===== config.mk =====
export PLATFORM = sky130hd
export DESIGN_NAME = ov7670_config_seq
export DESIGN_NICKNAME = d
export VERILOG_FILES = /design/src/rtl/ov7670_config_seq.sv
export SDC_FILE = /design/constraint.sdc
export NUM_CORES = 1
export LEC_CHECK = 0
export BUFFER_PORTS_ARGS = -buffer_cell sky130_fd_sc_hd__buf_2
export CORE_MARGIN = 4
export CORE_UTILIZATION = 54
export CTS_CLUSTER_SIZE = 28
export DETAILED_ROUTE_END_ITERATION = 8
export PLACE_DENSITY = 0.77
export SYNTH_ARGS = -nofsm -noshare
export SYNTH_HDL_FRONTEND = slang
export SYNTH_SLANG_ARGS = --single-unit

===== constraint.sdc =====
create_clock -name clk -period 2.1 [get_ports clk]
set_input_delay 0 -clock clk [delete_from_list [all_inputs] [get_ports clk]]
set_output_delay 0 -clock clk [all_outputs]
set_load 0.02 [all_outputs]

===== src/rtl/ov7670_config_seq.sv =====
// OV7670 configuration sequencer: walks the config ROM from address 0 and turns
// each entry into an SCCB write, an SCCB read-back, a timed pause or the end marker.
module ov7670_config_seq #(
    parameter int DELAY_CYCLES = 250000,
    parameter int CNT_W        = $clog2(DELAY_CYCLES + 1)
) (
    input  logic        clk,
    input  logic        rst_n,
    input  logic        start,
    output logic [7:0]  rom_addr,
    output logic        rom_clk_en,
    input  logic [15:0] rom_dout,
    output logic        cmd_valid,
    input  logic        cmd_ready,
    output logic        cmd_rw,
    output logic [7:0]  cmd_reg,
    output logic [7:0]  cmd_wdata,
    input  logic        rsp_valid,
    input  logic        rsp_nack,
    input  logic [7:0]  rsp_rdata,
    output logic        rd_valid,
    output logic [7:0]  rd_reg,
    output logic [7:0]  rd_data,
    output logic        busy,
    output logic        done,
    output logic        nack_err
);

    typedef enum logic [2:0] {IDLE, FETCH, DECODE, ISSUE, WAIT_RSP, DELAY, DONE} state_t;

    localparam logic [CNT_W-1:0] CNT_LOAD = CNT_W'(DELAY_CYCLES - 1);

    state_t           state;
    logic [7:0]       idx;
    logic [CNT_W-1:0] cnt;
    logic             advance;

    // An entry is finished either by its SCCB response or by the pause running out.
    assign advance = (state == WAIT_RSP && rsp_valid) || (state == DELAY && cnt == '0);

    always_ff @(posedge clk or negedge rst_n) begin
        if (!rst_n) begin
            state      <= IDLE;
            idx        <= 8'd0;
            cnt        <= '0;
            rom_addr   <= 8'd0;
            rom_clk_en <= 1'b0;
            cmd_valid  <= 1'b0;
            cmd_rw     <= 1'b0;
            cmd_reg    <= 8'd0;
            cmd_wdata  <= 8'd0;
            rd_valid   <= 1'b0;
            rd_reg     <= 8'd0;
            rd_data    <= 8'd0;
            busy       <= 1'b0;
            done       <= 1'b0;
            nack_err   <= 1'b0;
        end else begin
            rd_valid   <= 1'b0;
            rom_clk_en <= 1'b0;
            case (state)
                IDLE, DONE: begin
                    if (start) begin
                        idx        <= 8'd0;
                        nack_err   <= 1'b0;
                        done       <= 1'b0;
                        busy       <= 1'b1;
                        rom_addr   <= 8'd0;
                        rom_clk_en <= 1'b1;
                        state      <= FETCH;
                    end
                end
                FETCH: state <= DECODE;
                DECODE: begin
                    if (rom_dout == 16'hFFFF) begin
                        state <= DONE;
                        busy  <= 1'b0;
                        done  <= 1'b1;
                    end else if (rom_dout == 16'hFFF0) begin
                        cnt   <= CNT_LOAD;
                        state <= DELAY;
                    end else begin
                        cmd_valid <= 1'b1;
                        state     <= ISSUE;
                        // Register 0xFE is a pseudo-address marking a read-back of val.
                        if (rom_dout[15:8] == 8'hFE) begin
                            cmd_rw    <= 1'b1;
                            cmd_reg   <= rom_dout[7:0];
                            cmd_wdata <= 8'd0;
                        end else begin
                            cmd_rw    <= 1'b0;
                            cmd_reg   <= rom_dout[15:8];
                            cmd_wdata <= rom_dout[7:0];
                        end
                    end
                end
                ISSUE: begin
                    if (cmd_ready) begin
                        cmd_valid <= 1'b0;
                        state     <= WAIT_RSP;
                    end
                end
                WAIT_RSP: begin
                    if (rsp_valid) begin
                        if (rsp_nack) begin
                            nack_err <= 1'b1;
                        end else if (cmd_rw) begin
                            rd_valid <= 1'b1;
                            rd_reg   <= cmd_reg;
                            rd_data  <= rsp_rdata;
                        end
                    end
                end
                DELAY: begin
                    if (cnt != '0) cnt <= cnt - CNT_W'(1);
                end
                default: state <= IDLE;
            endcase

            // The index never wraps: finishing entry 255 ends the sequence.
            if (advance) begin
                if (idx == 8'hFF) begin
                    state <= DONE;
                    busy  <= 1'b0;
                    done  <= 1'b1;
                end else begin
                    idx        <= idx + 8'd1;
                    rom_addr   <= idx + 8'd1;
                    rom_clk_en <= 1'b1;
                    state      <= FETCH;
                end
            end
        end
    end

endmodule


# After elaboration in Yosys (flattened, before gate mapping)
# Index checks and enable logic that the tools add are counted.
# W data, S select, Z words.
# totals
output_inout_bits	47
regBits	76
wordCells	106
in_bits	30
# classes
addsub	2
n_reduce_logical	17
eq_ne	21
mux	48
bitwise_logic	3
# op_table
op	n
$mux W8	10
$mux W18	3
$pmux W18 S2	1
$eq A16 B16 Y1 const B	2
$mux W1	23
$logic_not A18 Y1	1
$mux W3	6
$reduce_bool A18 Y1	1
$sub A18 B1 Y18 const B	1
$eq A8 B8 Y1 const B	2
$reduce_and A4 Y1	4
$pmux W3 S5	1
$ne A2 B2 Y1 const B	7
$eq A3 B3 Y1 const B	3
$add A8 B1 Y8 const B	1
$pmux W1 S2	4
$eq A3 B2 Y1 const B	2
$ne A3 B3 Y1 const B	2
$reduce_and A3 Y1	2
$reduce_bool A2 Y1	3
$ne A2 B1 Y1 const B	2
$reduce_or A2 Y1	2
$eq A3 B1 Y1 const B	1
$logic_not A3 Y1	1
3 further kinds	6

# Longest topological paths before layout
# Gate-level depths: netlist of the first run.
# depth
ltp_word	5
ltp_mapped	8

# Worst setup path after synthesis of the first run
# OpenSTA, ideal clock, no wires.
# synth_timing
path_kind	register to register
start	register cnt[0]
end	register rom_addr[1]
period_less_slack_ns	1.927
path_stages_with_launch	9
arrival_time_ns	1.806
setup_time_ns	0.121
slack_ns	0.173
cell_sequence	dfrtp_1 -> inv_1 -> ha_1 -> or3b_1 -> nor2_2 -> a31oi_1 -> and2_1 -> buf_2 -> a22o_1
# synth_between
elab_chain_len	4
# synth_rtl
element	line	text
start, declared	35	logic [CNT_W-1:0] cnt;
start signal, assigned	115	if (cnt != '0) cnt <= cnt - CNT_W'(1);
$logic_not A18 Y1	39	assign advance = (state == WAIT_RSP && rsp_valid) || (state == DELAY && cnt == '0);
$logic_and A1 B1 Y1	39	
$logic_or A1 B1 Y1	39	
$mux W8	121	if (advance) begin
end signal, assigned	128	rom_addr <= idx + 8'd1;
end, declared	10	output logic [7:0] rom_addr,
# Every way passes these cells.
# A chain may end at the register's enable or synchronous reset.

# Final worst setup path of the first run
# layout_timing
start	input port rom_dout[14]
end	register cnt[3]
# layout_between
elab_chain_len	3
elab_cells_between_ends	5
# layout_rtl
element	line	text
start, declared	12	input logic [15:0] rom_dout,
$eq A16 B16 Y1, on equally long branches	79, 75	
$ne A2 B2 Y1 (no line)	--	
$reduce_and A4 Y1 (no line) *	--	
# Every way passes the cells marked *; elsewhere a longest branch is shown, timed or not.

==> impl_metrics.ini, run 1 <==
[power_and_ir_drop]
p_int_uw = 2910
pwr_density_cell_nw_per_um2 = 1030
clock_power_share_pct = 21.5
total_switching_power_uw = 1910
power_frac_comb_pct = 34.9
power_switching_share_pct = 39.6
p_seq_share_pct = 43.7
power.ir.vdd_worst_mv = 0.709
static-leakage-power_uw = 0.00231

[sta]
hold_violations = 0
report.final.slew_viol_count = 0
worst_slew_pin_slew_ps = 500
timing.final.crit_period_ps = 1990
final.period_utilization_pct = 94.6
achievable-frequency_mhz = 503
setup_violations = 0
slew_headroom_pct = 66.7
timing.clock.skew_ps = 7.91
timing.final.ws_setup_ps = 113

[cts]
cts_tree = done
cts_max_path_buffers = 2
tritoncts_buffer_count = 9
htree_num_levels = 3
cts-root-buf = clkbuf_8
clk-insertion-delay-late_ps = 360
clock_sink_count = 76
cts.reportedPaths.clkPinSlew_ps = 80

[critical_path]
regToRegSetupSlack_ps = 130
worst_r2r_startpoint = cnt[1]
critical_path_class = input port to flip-flop
worst_setup_path_end_kind = flip-flop
rr_endpoint = cnt[16]
worst_r2r_path_depth = 7
critical_path.startpoint = rom_dout[14]
setup.worst_path.start_class = input port
timing.critical_path.arrival_ps = 2240
critical_path_peak_fanout = 12
crit_required_ps = 2350

[route]
route.detailed.wl_per_inst_um = 17.0
violation_count_after_the_first_detailed_route_iteration = 245
detailroute.wirelength.met2_um = 4960
post-route-drc-count = 0
highest_metal_layer_with_signal_wires = met4
met1_length_um = 4110
total_number_of_vias = 3417
number_of_iterations_in_the_first_detailed_routing_pass = 4
detail_route_met3_wl_um = 573
final_antenna_net_count = 0
detail_route.wirelength_um = 9990
detail_route.vias_per_cell = 5.80

[final_layout]
postLayoutCoreUtil_pct = 72.7
num-fill-cells = 473
syn2layout_area_growth_pct = 28.6
antenna_cells = 0
fraction_of_final_layout_cells_with_drive_strength_greater_than_1_pct = 25.4
registers.top_by_ff_count = cnt
layout.cells.most_common = nand2_1
layout.cells.most_common_list = 88 x nand2_1, 76 x dfrtp_1, 75 x buf_2
layout.nets = 539
multi_input_area_um2 = 1630
largest_reg_flops = 18
storage_cell_area_um2 = 1900

[floorplan]
placement_rows = 29
initial_core_util_pct = 56.5
io_pins = 77
die_width_um = 90
core_region_area_um2 = 6420
die_area_um2 = 8100
die_height_um = 90

[worst_hold_path]
timing.hold.worst_path_depth = 5
hold_end = state[0]
hp-class = input port to flip-flop
worstHoldStart = start

[synthesis]
postSynth.asyncResetShare_pct = 100
synth_enable_flop_cells = 0
number_of_instances_in_the_synthesized_netlist = 390
average_size_of_a_mapped_cell_um2 = 9.31
synth_top_flop_cell = dfrtp_1
synth_cell_type_count = 60
syn_nets = 422
synth-warning-count = 0
synth-seq-area-share_pct = 52.4
postSynthRegisterBits = 76
post_synth_instance_area_um2 = 3630

[global_routing]
largest_net_degree_at_the_start_of_global_routing = 42
grt_pass1_wl_um = 17100
initial_antenna_violation_count = 0
grt_overflow = 0
first_global_vias = 3502
gr-usage-all-layers_pct = 25.7

[place]
port_buffers = 76
routabilityCongestion = 0.926
worst_setup_slack_after_placement_ps = 13.1
post_detail_place_hpwl_um = 6370

[status]
run_status = completed

[flow_run]
max_cap_violations = 0
-- synthesized netlist by cell type (all sizes together), types with 4 or more instances --
library cell,instances,area share [%]
nand2,88,9.1
dfrtp,76,52
o21ai,45,6.3
nor2,19,2.0
nor3,16,2.7
nand3,13,1.8
a21oi,12,1.7
clkbuf,10,1.1
a21o,8,1.7
buf,8,1.3
inv,6,0.62
o22ai,6,1.0
a31oi,5,0.86
nand4,5,0.86
or3,5,1.0
nand2b,4,0.69
o41ai,4,0.96
xor2,4,0.96
-- power groups by stage --
stage	Combinational (µW)	Clock (µW)	Sequential (µW)
6_report	1680	1030	2110
5_1_grt	1850	1120	2160
4_1_cts	1650	1040	2090
3_5_place_dp	1610	0	2110
2_1_floorplan	809	0	2300
3_3_place_gp	1550	0	2100
-- cell families (layout without fill, tap and decap cells) --
group                      after synthesis  in the layout  share of synthesized area, %
and+or+nand+nor                        175            175                          23.7
adders and majority gates                2              2                         0.689
buffers and inverters                   25            147                          3.10
AOI/OAI and AO/OA                      104            104                          18.1
DFF                                     76             76                          52.4
xor gates and xnor gates                 7              7                          1.69
muxes                                    1              1                         0.310
-- critical path, stage by stage --
cell           delay [ps]
dlygate4sd3_1         540
buf_2                 130
nand4_1               170
or4_4                 630
nor3_4                170
buf_4                 210
nor2_1                110
o31ai_1               260
-- timing repair --
item / 4_1_cts / 5_1_grt
pin swaps: 0 / 0
endpoints found under the hold margin: 73 / 0
buffers inserted: 0 / 0
setup endpoints to repair: 1 / 17
hold buffers: 27 / 0
resized for setup: 0 / 4
-- cell type report --
cell class / count / area share, %
Inverter: 7 / 0.563
Tap cell: 77 / 2.06
Timing Repair Buffer: 124 / 17.9
Multi-Input combinational cell: 289 / 34.9
Clock inverter: 4 / 0.724
Sequential cell: 76 / 40.7
Clock buffer: 12 / 3.11
-- worst max-delay path by stage --
stage | to
finish | cnt[3]
global route | rom_addr[2]
CTS | idx[6]
detailed placement | idx[6]
global placement | idx[6]
floorplan | rom_addr[1]
-- per-stage QoR --
step           hold WS, ps  total power (µW)  std cells  TNS, ps  cell area (µm²)
2_1_floorplan         -296              3110        390        0             3630
3_3_place_gp         -13.6              3650        546        0             4210
3_5_place_dp         -11.2              3720        546        0             4210
4_1_cts               72.1              4780        589    -1.79             4660
5_1_grt               83.5              5120        589    -2.92             4670
6_report              83.9              4820        589        0             4670
-- layer usage --
layer / vias to the layer above / track usage, %
li1: 1626 / -
met1: 1619 / 32.3
met2: 133 / 41.5
met3: 39 / 6.51
met4: 0 / 12.6
met5: - / 0
(Power assumes the default switching activity.)
==> run 2: changes to the inputs <==
--- a/config.mk
+++ b/config.mk
@@ -7,10 +7,11 @@
 export LEC_CHECK = 0
 export BUFFER_PORTS_ARGS = -buffer_cell sky130_fd_sc_hd__buf_2
 export CORE_MARGIN = 4
-export CORE_UTILIZATION = 54
+export CORE_UTILIZATION = 56
+export CTS_BUF_LIST = sky130_fd_sc_hd__clkbuf_4 sky130_fd_sc_hd__clkbuf_8
 export CTS_CLUSTER_SIZE = 28
 export DETAILED_ROUTE_END_ITERATION = 8
-export PLACE_DENSITY = 0.77
+export PLACE_DENSITY = 0.8
 export SYNTH_ARGS = -nofsm -noshare
 export SYNTH_HDL_FRONTEND = slang
 export SYNTH_SLANG_ARGS = --single-unit
==> constraint.sdc (replaced) <==
create_clock -name clk -period 2 [get_ports clk]
set_input_delay 0 -clock clk [delete_from_list [all_inputs] [get_ports clk]]
set_output_delay 0 -clock clk [all_outputs]
set_load 0.02 [all_outputs]
==> run 2 against run 1 <==
Net effect:
- the flow now finishes with violations (setup timing)
- sequential share of layout area shrank 1.2 points
- combinational power increased by 12%
- global-route usage increased by 2.7 points
- die area shrank 3.3%
- routed wire length is 7.6% higher
- worst hold slack better by 58 ps
- critical path type unchanged
- largest cell class unchanged
- largest power group unchanged
==> impl_metrics.ini, run 2 (synthesis results as in run 1) <==
[cts]
clock_sink_count = 76
tritoncts_buffer_count = 9
cts_max_path_buffers = 2
cts-root-buf = clkbuf_8
clk-insertion-delay-late_ps = 360
cts.reportedPaths.clkPinSlew_ps = 80
htree_num_levels = 3
cts_tree = done

[final_layout]
registers.top_by_ff_count = cnt
fraction_of_final_layout_cells_with_drive_strength_greater_than_1_pct = 28.1
postLayoutCoreUtil_pct = 76.2
stdcell_count = 597
syn2layout_area_growth_pct = 32.5
layout.cells.most_common_list = 87 x nand2_1, 75 x dfrtp_1, 75 x buf_2
layout.nets = 547
antenna_cells = 0
largest_reg_flops = 18
num-fill-cells = 427
layout.cells.most_common = nand2_1

[route]
detail_route.wirelength_um = 10800
violation_count_after_the_first_detailed_route_iteration = 421
detail_route.vias_per_cell = 6.06
total_number_of_vias = 3617
final_antenna_net_count = 0
post-route-drc-count = 0
route.detailed.wl_per_inst_um = 18.0
number_of_iterations_in_the_first_detailed_routing_pass = 5

[critical_path]
worst_r2r_path_depth = 8
crit_path_max_incr_delay_ps = 620
worst_r2r_startpoint = cnt[1]
crit_required_ps = 2230
timing.critical_path.arrival_ps = 2250
worst_setup_path_end_kind = flip-flop
critical_path_peak_fanout = 6
rr_endpoint = cnt[8]
setup.worst_path.start_class = input port
critical_path_class = input port to flip-flop
regToRegSetupSlack_ps = 60
crit_buf_inv = 2
critical-path-top-delay-family = simple AND/OR/NAND/NOR gates
critical_path.startpoint = rom_dout[15]
crit_chain = dlygate4sd3_1 > buf_2 > nand4_1 > or4_4 > or3_4 > a22oi_1 > o21ai_0
critical-path-slowest-cell = or4_4

[sta]
slew_headroom_pct = 61.6
final.period_utilization_pct = 101
report.final.slew_viol_count = 0
timing.final.crit_period_ps = 2020
hold_violations = 0
worst_slew_pin_slew_ps = 575
timing.final.ws_setup_ps = -20.2
achievable-frequency_mhz = 495
setup_violations = 2
timing.clock.skew_ps = 12.8

[worst_hold_path]
timing.hold.worst_path_depth = 5
hold_end = state[0]
worstHoldStart = start
hp-class = input port to flip-flop

[global_routing]
grt_overflow = 0
gr-usage-all-layers_pct = 28.4
top_usage_layer = met2
met2_capacity_usage_during_global_routing_pct = 46.4
grt.met1_usage_pct = 35.7
grt_pass1_wl_um = 17000
initial_antenna_violation_count = 0
largest_net_degree_at_the_start_of_global_routing = 44
global_route.usage.met3_pct = 6.80
first_global_vias = 3503

[power_and_ir_drop]
post-layout-total-power_uw = 5320
pwr_density_cell_nw_per_um2 = 1110
power.ir.vdd_worst_mv = 0.970
static-leakage-power_uw = 0.00238

[place]
dp.cells = 551
post_detail_place_hpwl_um = 6350
routabilityCongestion = 0.860
port_buffers = 76

[floorplan]
die_width_um = 88.5
die_height_um = 88.5
io_pins = 77
placement_rows = 29
die_area_um2 = 7840
core_region_area_um2 = 6310
initial_core_util_pct = 57.5

[status]
violations = setup timing
run_status = finished with violations

[flow_run]
max_cap_violations = 0
[run 2: worst reg2reg max path, cell delays in order (launching register included)]
cell       delay, ps
dfrtp_1          380
inv_1             80
ha_2             190
or3b_4           400
buf_4            160
nor3_2           180
nand2_1           80
mux2_2           260
o2bb2ai_1        140
[run 2: area by class of cell]
cell class	count	area (µm²)	area share (%)
tap	77	96.3	2.00
multi-input combinational	289	1680	34.9
inverter	7	26.3	0.546
clock inverter	5	61.3	1.27
timing repair buffer	132	908	18.9
clock buffer	11	139	2.89
sequential	76	1900	39.6
[run 2: timing repair]
action | CTS | global route
setup buffers | 0 | 1
pin swaps | 0 | 4
resized for setup | 1 | 17
cloned | 0 | 0
setup endpoints to repair | 11 | 31
endpoints found under the hold margin | 68 | 0
hold buffers | 29 | 0
[run 2: stage by stage]
stage          setup TNS (ps)  instance area (µm²)  setup slack, ps  hold slack, ps
4_1_cts                     0                 4740             5.77            83.5
6_report                -24.9                 4810            -20.2             142
2_1_floorplan               0                 3630             72.6            -296
5_1_grt                  -340                 4810            -49.8             140
3_3_place_gp                0                 4240             53.9            28.0
3_5_place_dp             -157                 4240            -36.3            35.0
[run 2: worst max-delay path by stage]
stage                        to  slack [ps]  depth (start not counted)
global route            cnt[10]         -50                          7
global placement    rom_addr[1]          50                          7
detailed placement       idx[6]         -40                          8
finish                  cnt[10]         -20                          7
floorplan           rom_addr[1]          70                          8
CTS                      idx[6]           6                          8
[run 2: where the power goes]
part | switching [µW] | internal, µW
clock | 588 | 611
combinational | 1160 | 724
sequential | 348 | 1890
total | 2100 | 3220
[run 2: layer usage]
metal,vias to the layer above,wire length [µm]
met5,-,0
met4,0,500
met3,57,719
met2,198,5330
met1,1718,4200
li1,1644,-
